[config.mk]
export PLATFORM = sky130hd
export DESIGN_NAME = fp32_mult
export DESIGN_NICKNAME = d
export VERILOG_FILES = /design/src/rtl/fp32_pkg.sv /design/src/rtl/fp32_classify.sv /design/src/rtl/fp32_mult.sv
export SDC_FILE = /design/constraint.sdc
export NUM_CORES = 2
export LEC_CHECK = 0
export BUFFER_PORTS_ARGS = -buffer_cell sky130_fd_sc_hd__clkbuf_2
export CORE_ASPECT_RATIO = 0.6
export CORE_MARGIN = 2
export CORE_UTILIZATION = 40
export CTS_BUF_LIST = sky130_fd_sc_hd__clkbuf_8
export CTS_CLUSTER_SIZE = 8
export DETAILED_ROUTE_END_ITERATION = 7
export PLACE_DENSITY = 0.61
export RECOVER_POWER = 25
export REMOVE_ABC_BUFFERS = 1
export SLEW_MARGIN = 15
export SYNTH_ARGS = -nofsm -noshare
export SYNTH_HDL_FRONTEND = slang
export SYNTH_HIERARCHICAL = 1
export SYNTH_SLANG_ARGS = --single-unit
[constraint.sdc]
create_clock -name clk -period 0.8 [get_ports clk]
set_input_delay 0.08 -clock clk [delete_from_list [all_inputs] [get_ports clk]]
set_output_delay 0.08 -clock clk [all_outputs]
set_load 0.02 [all_outputs]
[src/rtl/fp32_pkg.sv]
// Shared binary32 types, constants and helpers for the FP datapath.
package fp32_pkg;

    localparam int unsigned  EXP_BIAS = 127;
    localparam logic [7:0]   EXP_MAX  = 8'hFF;
    localparam logic [31:0]  QNAN     = 32'h7FC00000;
    localparam int unsigned  FRAC_W   = 23;
    localparam int unsigned  MANT_W   = 24;

    typedef struct packed {
        logic             sign;
        logic [7:0]       exp;
        logic [FRAC_W-1:0] frac;
    } fp32_t;

    typedef enum logic [1:0] {
        ZERO   = 2'd0,
        NORMAL = 2'd1,
        INF    = 2'd2,
        NAN    = 2'd3
    } fp_class_e;

    function automatic logic [31:0] pack_fp(input logic sign, input logic [7:0] exp,
                                            input logic [FRAC_W-1:0] frac);
        return {sign, exp, frac};
    endfunction

endpackage

[src/rtl/fp32_classify.sv]
// Operand classifier; subnormals are treated as zero (flush-to-zero).
module fp32_classify
    import fp32_pkg::*;
(
    input  logic [31:0] op_i,
    output fp_class_e   class_o
);

    fp32_t op_s;
    assign op_s = op_i;

    // Decode exponent/fraction into the operand class
    always_comb begin
        class_o = NORMAL;
        if (op_s.exp == 8'h00) begin
            class_o = ZERO;
        end else if (op_s.exp == EXP_MAX) begin
            if (op_s.frac == 23'd0) begin
                class_o = INF;
            end else begin
                class_o = NAN;
            end
        end else begin
            class_o = NORMAL;
        end
    end

endmodule

[src/rtl/fp32_mult.sv]
// binary32 multiplier, round-to-nearest-even, flush-to-zero, one registered stage.
module fp32_mult
    import fp32_pkg::*;
(
    input  logic        clk,
    input  logic        rst_n,
    input  logic [31:0] A,
    input  logic [31:0] B,
    output logic [31:0] result,
    output logic        overflow,
    output logic        underflow
);

    fp32_t            a_s, b_s;
    fp_class_e        cls_a_s, cls_b_s;
    logic             sign_s;
    logic [47:0]      mant_a_s, mant_b_s, prod_s;
    logic signed [9:0] exp_raw_s, exp_norm_s, exp_fin_s;
    logic [22:0]      frac_s;
    logic             guard_s, sticky_s, round_up_s;
    logic [23:0]      mant_rnd_s;
    logic [31:0]      result_d, result_q;
    logic             overflow_d, overflow_q, underflow_d, underflow_q;

    assign a_s = A;
    assign b_s = B;

    fp32_classify u_cls_a (.op_i(A), .class_o(cls_a_s));
    fp32_classify u_cls_b (.op_i(B), .class_o(cls_b_s));

    // Multiply, normalize, round and pack, then resolve specials and range
    always_comb begin
        sign_s     = a_s.sign ^ b_s.sign;
        mant_a_s   = {24'd0, 1'b1, a_s.frac};
        mant_b_s   = {24'd0, 1'b1, b_s.frac};
        prod_s     = mant_a_s * mant_b_s;
        exp_raw_s  = $signed({2'b00, a_s.exp}) + $signed({2'b00, b_s.exp})
                   - $signed(10'(EXP_BIAS));
        if (prod_s[47]) begin
            frac_s     = prod_s[46:24];
            guard_s    = prod_s[23];
            sticky_s   = |prod_s[22:0];
            exp_norm_s = exp_raw_s + 10'sd1;
        end else begin
            frac_s     = prod_s[45:23];
            guard_s    = prod_s[22];
            sticky_s   = |prod_s[21:0];
            exp_norm_s = exp_raw_s;
        end
        round_up_s = guard_s & (sticky_s | frac_s[0]);
        mant_rnd_s = {1'b0, frac_s} + {23'd0, round_up_s};
        // A carry out leaves the low 23 bits at zero, i.e. mantissa 1.0
        if (mant_rnd_s[23]) begin
            exp_fin_s = exp_norm_s + 10'sd1;
        end else begin
            exp_fin_s = exp_norm_s;
        end

        overflow_d  = 1'b0;
        underflow_d = 1'b0;
        if ((cls_a_s == NAN) || (cls_b_s == NAN)) begin
            result_d = QNAN;
        end else if (((cls_a_s == INF) && (cls_b_s == ZERO)) ||
                     ((cls_a_s == ZERO) && (cls_b_s == INF))) begin
            result_d = QNAN;
        end else if ((cls_a_s == INF) || (cls_b_s == INF)) begin
            result_d = pack_fp(sign_s, EXP_MAX, 23'd0);
        end else if ((cls_a_s == ZERO) || (cls_b_s == ZERO)) begin
            result_d = pack_fp(sign_s, 8'h00, 23'd0);
        end else if (exp_fin_s >= 10'sd255) begin
            result_d   = pack_fp(sign_s, EXP_MAX, 23'd0);
            overflow_d = 1'b1;
        end else if (exp_fin_s <= 10'sd0) begin
            result_d    = pack_fp(sign_s, 8'h00, 23'd0);
            underflow_d = 1'b1;
        end else begin
            result_d = pack_fp(sign_s, exp_fin_s[7:0], mant_rnd_s[22:0]);
        end
    end

    // Output register stage
    always_ff @(posedge clk or negedge rst_n) begin
        if (!rst_n) begin
            result_q    <= 32'h0;
            overflow_q  <= 1'b0;
            underflow_q <= 1'b0;
        end else begin
            result_q    <= result_d;
            overflow_q  <= overflow_d;
            underflow_q <= underflow_d;
        end
    end

    assign result    = result_q;
    assign overflow  = overflow_q;
    assign underflow = underflow_q;

endmodule

==> results.py <==
metrics = {
    "floorplan": {
        "fp.dieW_um": 313.8,
        "coreArea_um2": 57170,
        "rows": 68,
        "initial_core_util_pct": 40.30,
        "die_area_um2": 59600,
        "die_h_um": 189.9,
        "io-pin-count": 100,
    },
    "setup_path": {
        "crit_start": "A[5]",
        "critPathBufInv": 14,
        "worst_path_max_delay_cell": "fa_2",
        "cp.depth": 35,
        "worstPathArrival_ps": 8460,
        "worst-path-max-fanout": 6,
        "crit_required_ps": 1040,
        "critPathTopFamily": "adder cells",
        "crit_path_end_kind": "flip-flop",
        "endpoint": "result[14]",
        "max_stage_delay_ps": 640,
        "critPathKind": "primary input to flip-flop",
        "startpoint_type": "primary input",
    },
    "yosys": {
        "synth_seq_cells": 34,
        "synth_top_family_by_area": "adder cells",
        "netlist_instances": 2685,
        "ys_top_cells_by_area": "fa_1 (42%), ha_1 (10%), inv_1 (9.8%)",
        "synth_compound_area_share_pct": 8.482,
        "synth_area_um2": 23040,
        "yosysTopAreaCell": "fa_1",
        "yosysMostFrequentCell": "inv_1",
        "synthAdderAreaFrac_pct": 52.34,
        "synth_top_area_share_pct": 41.97,
        "synth-xor-area-share_pct": 3.524,
        "yosysSeqAreaShare_pct": 3.693,
        "synth_edf_count": 0,
        "syn_avg_cell_area_um2": 8.581,
        "synthSimpleGateAreaFrac_pct": 19.51,
        "synth_cell_types": 88,
        "async_reset_ff_share_pct": 100.0,
        "ys.flop_type": "dfrtp_1",
        "yosys_warnings": 6,
        "synth_common_cells": "inv_1 (600), fa_1 (483), nand2_1 (342)",
        "muxShareOfSynthArea_pct": 0.3964,
    },
    "grt": {
        "grt_busiest_layer": "met1",
        "antenna_found_initial": 1,
        "grt_pass1_wl_mm": 129.5,
        "met2_usage_pct": 37.69,
        "grt_use_met3_pct": 11.42,
        "gr-total-overflow": 0,
        "grt_max_degree": 35,
        "gr-usage-all-layers_pct": 28.39,
        "use_met1_pct": 43.85,
        "grt_pass1_vias": 22340,
    },
    "run_status": {
        "status": "finished, violations left",
        "violations": "negative setup slack",
    },
    "timing": {
        "max_slew.worst_pin.slew_ps": 619.9,
        "grt_setup_unrepaired": "true",
        "finalWorstSetupSlack_ps": -7423,
        "finalSetupViolations": 68,
        "finalHoldViolations": 0,
        "relSlewSlack_pct": 58.42,
        "slew_viol_final": 0,
        "final.period_utilization_pct": 1028,
        "min_period_ps": 8223,
        "max_freq_mhz": 121.6,
    },
    "final_layout": {
        "final-seq-area_um2": 850.8,
        "nNetsFinal": 4043,
        "drive_gt1_share_pct": 29.48,
        "fin_cells": 4074,
        "antenna_cells": 0,
        "fillers": 5189,
        "multi_input_area_um2": 20480,
        "area_growth_pct": 34.85,
    },
    "detailed_routing": {
        "antenna_left": 0,
        "vias": 21310,
        "wirelength_mm": 84.25,
        "post_drt_via_cell_ratio": 5.230,
        "drc": 0,
        "first_pass_iters": 5,
        "avgRoutedWirePerCell_um": 20.68,
        "drtIter0Drc": 2038,
    },
    "clock_network": {
        "cts_sinks": 34,
        "cts_root_buffer": "clkbuf_8",
        "path_clk_slew_ps": 70,
        "tritoncts": "built",
        "numCtsBuffers": 5,
        "clockBufferDepth": 2,
        "h-tree-depth": 2,
    },
    "job": {
        "drv_cap": 0,
    },
    "min_path": {
        "hp-class": "primary input to flip-flop",
    },
    "placed_design": {
        "port-buffer-count": 99,
        "dp_hpwl_mm": 70.39,
        "place_inst": 3964,
        "dp_slack_ps": -7977,
        "gp_congestion": 0.9720,
    },
}
==> area by class of cell <==
| type | count | area share (%) |
|---|---|---|
| tap | 770 | 3.101 |
| clock inverter | 2 | 0.04027 |
| clock buffer | 6 | 0.2658 |
| inverter | 603 | 7.353 |
| timing repair buffer | 736 | 20.59 |
| sequential | 34 | 2.738 |
| multi-input combinational | 1923 | 65.91 |
==> how the worst min path moves through the flow <==
stage | start | end | slack [ps] | cells past startpoint
6_report | A[31] | result[31] | 140 | 3
5_1_grt | A[31] | result[31] | 120 | 3
4_1_cts | A[31] | result[31] | 130 | 3
3_5_place_dp | rst_n | result[24] | 60 | 2
3_3_place_gp | rst_n | result[24] | 50 | 2
2_1_floorplan | rst_n | overflow | -220 | 0
==> cells in the final DEF (no fill, tap or decap), types with 25 or more instances in the layout <==
cell type,n
xor2_1,32
xnor2_1,47
clkbuf_2,43
a21oi_1,49
fa_1,461
buf_4,556
buf_12,31
nand2_1,333
dfrtp_1,34
buf_6,69
nor2_1,82
o21ai_0,25
and2_1,250
nand3_1,27
ha_1,175
inv_1,575
==> metal layers <==
metal | share of wire, % | up-vias | wire length [um]
met4 | 1.0 | 0 | 843
met3 | 15 | 68 | 12770
met2 | 38 | 1112 | 32300
met5 | 0 | - | 0
li1 | - | 9461 | -
met1 | 46 | 10670 | 38340
==> kinds of logic (layout without fill, tap and decap cells) <==
group           Yosys count  in the layout
flops                    34             34
mux                       9              9
compound gates          269            269
xor+xnor                 91             91
buf+inv                 728           1347
simple gates            880            880
fa+ha+maj               674            674
==> registers in the layout, summed over array words and instances (netlist names) <==
name,flops
underflow,1
overflow,1
result,32
==> stage by stage <==
step | cell area (um^2) | setup TNS (ps) | utilization, % | hold slack (ps)
finish | 31070 | -246180 | 54.34 | 136.8
CTS | 29870 | -241090 | 52.24 | 129.7
global placement | 28340 | -263070 | 49.56 | 50.30
floorplan | 22530 | -271610 | - | -215.6
detailed placement | 28340 | -263460 | 49.56 | 58.30
global route | 31070 | -253540 | 54.34 | 124.6
==> timing repair <==
action | in CTS | in global routing
hold buffers | 1 | 0
cloned | 4 | 6
endpoints found under the setup margin | 68 | 68
setup buffers | 53 | 44
pin swaps | 91 | 71
endpoints found under the hold margin | 34 | 0
resized for setup | 218 | 231
Power is left out: the tool's default activity adds up to more than one toggle a clock period on the data nets, which glitch-free logic cannot reach.
